### config.mk
export PLATFORM = sky130hd
export DESIGN_NAME = vocab_writer_flat
export DESIGN_NICKNAME = d
export VERILOG_FILES = /design/src/rtl/vocab_writer_if.sv /design/src/rtl/vocab_writer.sv /design/src/flat_wrapper.sv
export SDC_FILE = /design/constraint.sdc
export NUM_CORES = 1
export LEC_CHECK = 0
export CORE_UTILIZATION = 55
export DETAILED_ROUTE_END_ITERATION = 6
export PLACE_DENSITY = 0.85
export SLEW_MARGIN = 20
export SYNTH_ARGS = -nofsm -noshare
export SYNTH_HDL_FRONTEND = slang
export SYNTH_SLANG_ARGS = --single-unit
### constraint.sdc
create_clock -name clk -period 5.3 [get_ports clk]
set_input_delay 0.53 -clock clk [delete_from_list [all_inputs] [get_ports clk]]
set_output_delay 0.53 -clock clk [all_outputs]
set_load 0.01 [all_outputs]
### src/rtl/vocab_writer_if.sv
// vocab_writer_if: character stream from the host/UART loader into vocab_writer.
//   in_valid  host -> writer  character valid
//   in_data   host -> writer  character (0x00 is accepted and dropped)
//   in_last   host -> writer  character closes the current word
//   seal      host -> writer  end of list
//   in_ready  writer -> host  character accepted when in_valid & in_ready
interface vocab_writer_if #(
  parameter int DATA_WIDTH = 8
) ();
  logic                  in_valid;
  logic [DATA_WIDTH-1:0] in_data;
  logic                  in_last;
  logic                  seal;
  logic                  in_ready;

  modport master (
    output in_valid,
    output in_data,
    output in_last,
    output seal,
    input  in_ready
  );

  modport slave (
    input  in_valid,
    input  in_data,
    input  in_last,
    input  seal,
    output in_ready
  );
endinterface

### src/rtl/vocab_writer.sv
// vocab_writer: packs a character stream into the SRAM region [start_addr..end_addr],
// writing each word followed by a 0x00 terminator. When the region runs out, the partial
// word is erased (its first location is overwritten with 0x00) and the block stops.
//   clk, rst_n               clock, asynchronous active-low reset
//   cs                       rising edge starts a load, low aborts to idle
//   start_addr, end_addr     region bounds (inclusive), sampled on cs rise
//   host (slave)             valid/ready character stream plus seal
//   sram_cs/we/addr/din      registered write port to the SRAM
//   wr_ptr, word_count       next free address, complete words written
//   busy, done, overflow     status (done/overflow sticky until next start)
module vocab_writer #(
  parameter int ADDR_WIDTH = 4,
  parameter int DATA_WIDTH = 8
) (
  input  logic                  clk,
  input  logic                  rst_n,
  input  logic                  cs,
  input  logic [ADDR_WIDTH-1:0] start_addr,
  input  logic [ADDR_WIDTH-1:0] end_addr,
  vocab_writer_if.slave         host,
  output logic                  sram_cs,
  output logic                  sram_we,
  output logic [ADDR_WIDTH-1:0] sram_addr,
  output logic [DATA_WIDTH-1:0] sram_din,
  output logic [ADDR_WIDTH:0]   wr_ptr,
  output logic [ADDR_WIDTH:0]   word_count,
  output logic                  busy,
  output logic                  done,
  output logic                  overflow
);

  localparam logic [2:0] ST_IDLE  = 3'd0;
  localparam logic [2:0] ST_LOAD  = 3'd1;
  localparam logic [2:0] ST_TERM  = 3'd2;
  localparam logic [2:0] ST_ERASE = 3'd3;
  localparam logic [2:0] ST_DONE  = 3'd4;
  localparam logic [2:0] ST_OVF   = 3'd5;

  localparam logic [ADDR_WIDTH:0]   PTR_ONE   = {{ADDR_WIDTH{1'b0}}, 1'b1};
  localparam logic [DATA_WIDTH-1:0] CHAR_NULL = {DATA_WIDTH{1'b0}};

  logic [2:0]            state_r;
  logic                  cs_d_r;
  logic [ADDR_WIDTH:0]   end_r;
  logic [ADDR_WIDTH:0]   ptr_r;
  logic [ADDR_WIDTH:0]   word_start_r;
  logic [ADDR_WIDTH:0]   word_count_r;
  logic                  seal_pend_r;
  logic                  done_r;
  logic                  overflow_r;
  logic                  sram_we_r;
  logic [ADDR_WIDTH-1:0] sram_addr_r;
  logic [DATA_WIDTH-1:0] sram_din_r;
  logic                  partial_s;
  logic                  room_s;

  // A word is in progress when characters were written since the last terminator.
  assign partial_s = (ptr_r > word_start_r);
  // A character fits only if the terminator still fits behind it (ptr < end).
  assign room_s    = (ptr_r < end_r);

  assign host.in_ready = (state_r == ST_LOAD) & ~host.seal;
  assign busy          = (state_r == ST_LOAD) | (state_r == ST_TERM) | (state_r == ST_ERASE);
  assign sram_we       = sram_we_r;
  assign sram_cs       = sram_we_r;
  assign sram_addr     = sram_addr_r;
  assign sram_din      = sram_din_r;
  assign wr_ptr        = ptr_r;
  assign word_count    = word_count_r;
  assign done          = done_r;
  assign overflow      = overflow_r;

  // Load state machine, pointers, status flags and the registered SRAM write port.
  always_ff @(posedge clk or negedge rst_n) begin
    if (!rst_n) begin
      state_r      <= ST_IDLE;
      cs_d_r       <= 1'b0;
      end_r        <= '0;
      ptr_r        <= '0;
      word_start_r <= '0;
      word_count_r <= '0;
      seal_pend_r  <= 1'b0;
      done_r       <= 1'b0;
      overflow_r   <= 1'b0;
      sram_we_r    <= 1'b0;
      sram_addr_r  <= '0;
      sram_din_r   <= '0;
    end else begin
      cs_d_r    <= cs;
      sram_we_r <= 1'b0;
      if (!cs) begin
        // Abort: counters and sticky flags are kept for the host to read.
        state_r     <= ST_IDLE;
        seal_pend_r <= 1'b0;
      end else begin
        case (state_r)
          ST_IDLE: begin
            if (!cs_d_r) begin
              end_r        <= {1'b0, end_addr};
              ptr_r        <= {1'b0, start_addr};
              word_start_r <= {1'b0, start_addr};
              word_count_r <= '0;
              done_r       <= 1'b0;
              overflow_r   <= 1'b0;
              seal_pend_r  <= 1'b0;
              state_r      <= ST_LOAD;
            end
          end
          ST_LOAD: begin
            // seal wins over a same-cycle character (in_ready is low then).
            if (host.seal) begin
              if (partial_s) begin
                seal_pend_r <= 1'b1;
                state_r     <= ST_TERM;
              end else begin
                done_r  <= 1'b1;
                state_r <= ST_DONE;
              end
            end else if (host.in_valid) begin
              if (host.in_data == CHAR_NULL) begin
                if (host.in_last && partial_s) begin
                  state_r <= ST_TERM;
                end
              end else if (room_s) begin
                sram_we_r   <= 1'b1;
                sram_addr_r <= ptr_r[ADDR_WIDTH-1:0];
                sram_din_r  <= host.in_data;
                ptr_r       <= ptr_r + PTR_ONE;
                if (host.in_last) begin
                  state_r <= ST_TERM;
                end
              end else begin
                overflow_r <= 1'b1;
                state_r    <= partial_s ? ST_ERASE : ST_OVF;
              end
            end
          end
          ST_TERM: begin
            sram_we_r    <= 1'b1;
            sram_addr_r  <= ptr_r[ADDR_WIDTH-1:0];
            sram_din_r   <= CHAR_NULL;
            ptr_r        <= ptr_r + PTR_ONE;
            word_start_r <= ptr_r + PTR_ONE;
            word_count_r <= word_count_r + PTR_ONE;
            if (seal_pend_r) begin
              seal_pend_r <= 1'b0;
              done_r      <= 1'b1;
              state_r     <= ST_DONE;
            end else begin
              state_r <= ST_LOAD;
            end
          end
          ST_ERASE: begin
            // Null at the word's first location hides the truncated word from the reader.
            sram_we_r   <= 1'b1;
            sram_addr_r <= word_start_r[ADDR_WIDTH-1:0];
            sram_din_r  <= CHAR_NULL;
            ptr_r       <= word_start_r;
            state_r     <= ST_OVF;
          end
          ST_DONE: state_r <= ST_DONE;
          ST_OVF:  state_r <= ST_OVF;
          default: state_r <= ST_IDLE;
        endcase
      end
    end
  end

endmodule

### src/flat_wrapper.sv
// flat-port wrapper written by rule: the top's interface ports become plain ports
module vocab_writer_flat 
#(
  parameter int ADDR_WIDTH = 4,
  parameter int DATA_WIDTH = 8
)
  (clk, rst_n, cs, start_addr, end_addr, sram_cs, sram_we, sram_addr, sram_din, wr_ptr, word_count, busy, done, overflow, host_in_valid, host_in_data, host_in_last, host_seal, host_in_ready);
  vocab_writer_if #(.DATA_WIDTH(DATA_WIDTH)) host_i ();
  input  logic clk;
  input  logic rst_n;
  input  logic cs;
  input  logic [ADDR_WIDTH-1:0] start_addr;
  input  logic [ADDR_WIDTH-1:0] end_addr;
  output logic sram_cs;
  output logic sram_we;
  output logic [ADDR_WIDTH-1:0] sram_addr;
  output logic [DATA_WIDTH-1:0] sram_din;
  output logic [ADDR_WIDTH:0] wr_ptr;
  output logic [ADDR_WIDTH:0] word_count;
  output logic busy;
  output logic done;
  output logic overflow;
  input wire logic [$bits(host_i.in_valid)-1:0] host_in_valid;
  input wire logic [$bits(host_i.in_data)-1:0] host_in_data;
  input wire logic [$bits(host_i.in_last)-1:0] host_in_last;
  input wire logic [$bits(host_i.seal)-1:0] host_seal;
  output wire logic [$bits(host_i.in_ready)-1:0] host_in_ready;
  assign host_i.in_valid = host_in_valid;
  assign host_i.in_data = host_in_data;
  assign host_i.in_last = host_in_last;
  assign host_i.seal = host_seal;
  assign host_in_ready = host_i.in_ready;
  vocab_writer #(.ADDR_WIDTH(ADDR_WIDTH), .DATA_WIDTH(DATA_WIDTH)) u_core (.clk(clk), .rst_n(rst_n), .cs(cs), .start_addr(start_addr), .end_addr(end_addr), .host(host_i), .sram_cs(sram_cs), .sram_we(sram_we), .sram_addr(sram_addr), .sram_din(sram_din), .wr_ptr(wr_ptr), .word_count(word_count), .busy(busy), .done(done), .overflow(overflow));
endmodule
==> results.cfg <==
[run_status]
status = finished, final reports clean

[global_route]
gr-total-overflow = 0
grt_max_degree = 40
grt_pass1_wl_um = 8120
grt_use_total_pct = 24.4
antenna_found_initial = 0
grt_pass1_vias = 1735

[synth]
synth_cell_types = 54
synth_top_family_by_area = compound AO/OA/AOI/OAI gates
synth.top_cell.area_share_pct = 41.4
synthTopCellsByArea = dfrtp_1 (41%), ha_1 (5.3%), o21ai_0 (4.2%), nand2_1 (3.5%), a22o_1 (3.0%)
synth.largest_area_cell = dfrtp_1
syn_area_um2 = 2360
synth_edf_count = 0
synth_xor_area_share_pct = 1.86
ys.flop_type = dfrtp_1
syn-num-nets = 273
yosys_warnings = 0
yosys-mux-area-fraction_pct = 7.26
synth_cells = 241
syn-mean-instance-area_um2 = 9.79
ys_seq_area_share_pct = 41.4
synth_compound_gate_area_share_pct = 21.0
yosys.area_share.simple_pct = 17.1
ys_async_sr_fraction_pct = 100
ys_seq_elements = 39
synthAdderAreaFrac_pct = 5.30

[timing]
finalCriticalPeriod_ns = 2.75
skew_ns = 0.0106
setup_viol = 0
finalMaxSlewViolations = 0
finalHoldViolations = 0
timing.fmax_mhz = 363
timing.hold.ws_ns = 0.366
tns_ns = 0
worstMarginPinSlew_ns = 0.898
relSlewSlack_pct = 40.1
period_share_pct = 52.0
rsz0062_at_grt = no

[worst_setup_path]
critPathKind = reg2out
crit_path_start_kind = flip-flop
cp_data_required_time_ns = 4.77
end_kind = output port
r2r_end = u_core.sram_addr[1]
rrSetupSlack_ns = 2.82
critPathArrivalTime_ns = 2.22
r2r-start = u_core.wr_ptr[1]
cp_max_fo = 21
r2r.worst_path.cells = 6

[placed_design]
hpwlAfterDp_um = 3850
portBuffers = 49
place_inst = 331
globalplace.congestion = 0.911

[layout]
fin_cells = 339
final_cell_mix = clkdlybuf4s50_1 (48), dfrtp_1 (39), nand2_1 (22)
n_antenna_cell = 0
drive_gt1_share_pct = 11.1
finalNetCount = 320
final_common_cell = clkdlybuf4s50_1
fillers = 297
syn2layout_area_growth_pct = 26.2

[pwr]
ir_drop_mv = 0.321
p_total_uw = 1770
power_density_nw_per_um2 = 595
p_leak_uw = 0.00131

[clock_network]
hold_buffers = 0
clk_latency_ns = 0.29
cts_sinks = 39
post_cts.repair.setup_buffers = 0
clockBufferDepth = 2
cts_buffers = 5
clkTransAtPathRegs_ns = 0.07
cts.root.buffer_cell = clkbuf_8
cts_tree = done
h-tree-depth = 2
cts_resized = 0

[detailed_routing]
wl_per_cell_um = 15.6
num_vias = 1956
totalWireLength_um = 5270
dr.pass1.iters = 4
drt-initial-drc-count = 99
drtAntennaViolNets = 0
vias_per_cell = 5.77
post-route-drc-count = 0

[hold_path]
worst_hold_path_type = in2async

[die]
dieWidth_um = 67.5
core_area_um2 = 4060
io-pin-count = 50
initial_core_util_pct = 58.2
rows = 23
dieHeight_um = 67.5
dieArea_um2 = 4560

[flow_run]
drv_cap = 0
-- critical path: stages, from the launching register on --
cell and delay (ns):
dfrtp_1 0.77, nor2_1 0.24, nor2_1 0.32, clkdlybuf4s50_1 0.60
-- metrics by stage --
step / util, % / cell area, µm² / setup WS (ns)
2_1_floorplan: - / 2360 / 3.27
3_3_place_gp: 70.2 / 2850 / 2.67
3_5_place_dp: 70.2 / 2850 / 2.61
4_1_cts: 73.4 / 2980 / 2.59
5_1_grt: 73.4 / 2980 / 2.47
6_report: 73.4 / 2980 / 2.55
-- per-layer routing --
metal	vias up	share of wire [%]	GRT usage, %
met4	0	0.97	7.71
met1	919	45	31.3
met5	-	0	0
met2	75	47	40.1
li1	956	-	-
met3	6	6.7	6.08
-- worst max path at each step --
stage                                  from                   to  cells after the start
final                     u_core.state_r[1]                 busy                      3
after global placement      host_in_data[2]  u_core.sram_addr[0]                      6
after global routing      u_core.state_r[1]                 busy                      3
after floorplan            u_core.wr_ptr[1]  u_core.sram_addr[3]                      7
after detailed placement    host_in_data[6]  u_core.sram_addr[1]                      6
after CTS                 u_core.state_r[1]                 busy                      3
-- power breakdown --
part / switching [µW] / internal [µW]
logic: 468 / 464
clock network: 103 / 188
registers: 147 / 402
-- cell usage after synthesis (5+ instances only) --
cell type / count
a31oi_1: 5
ha_1: 10
inv_1: 18
nor2b_1: 5
nand2_1: 22
nor3_1: 7
a22o_1: 8
a21oi_1: 13
mux2_2: 5
o21ai_0: 20
mux2i_1: 7
dfrtp_1: 39
nor2_1: 12
-- layout make-up --
type                    count  area (µm²)  share of cell area (%)
well taps                  50        62.6                    2.10
repair buffers             51         500                    16.8
clock inverters             2        60.1                    2.02
multi-input cells         173        1240                    41.6
inverters                  18        67.6                    2.27
clock buffers               6        72.6                    2.44
flip-flops and latches     39         976                    32.8
-- sequential cells by signal, summed over array words and instances (netlist names) --
name	flops
u_core.word_count	5
u_core.sram_cs	1
u_core.end_r	4
u_core.done	1
u_core.seal_pend_r	1
u_core.sram_addr	4
u_core.wr_ptr	5
u_core.sram_din	8
u_core.overflow	1
u_core.cs_d_r	1
u_core.state_r	3
u_core.word_start_r	5
-- cells by family (layout without fill, tap and decap cells) --
group,count (synthesis),count (layout)
xor gates and xnor gates,5,5
buffers and inverters,29,77
AOI/OAI and AO/OA,72,72
and+or+nand+nor,71,71
adders and majority gates,10,10
DFF,39,39
muxes,15,15
(Power assumes the default switching activity.)
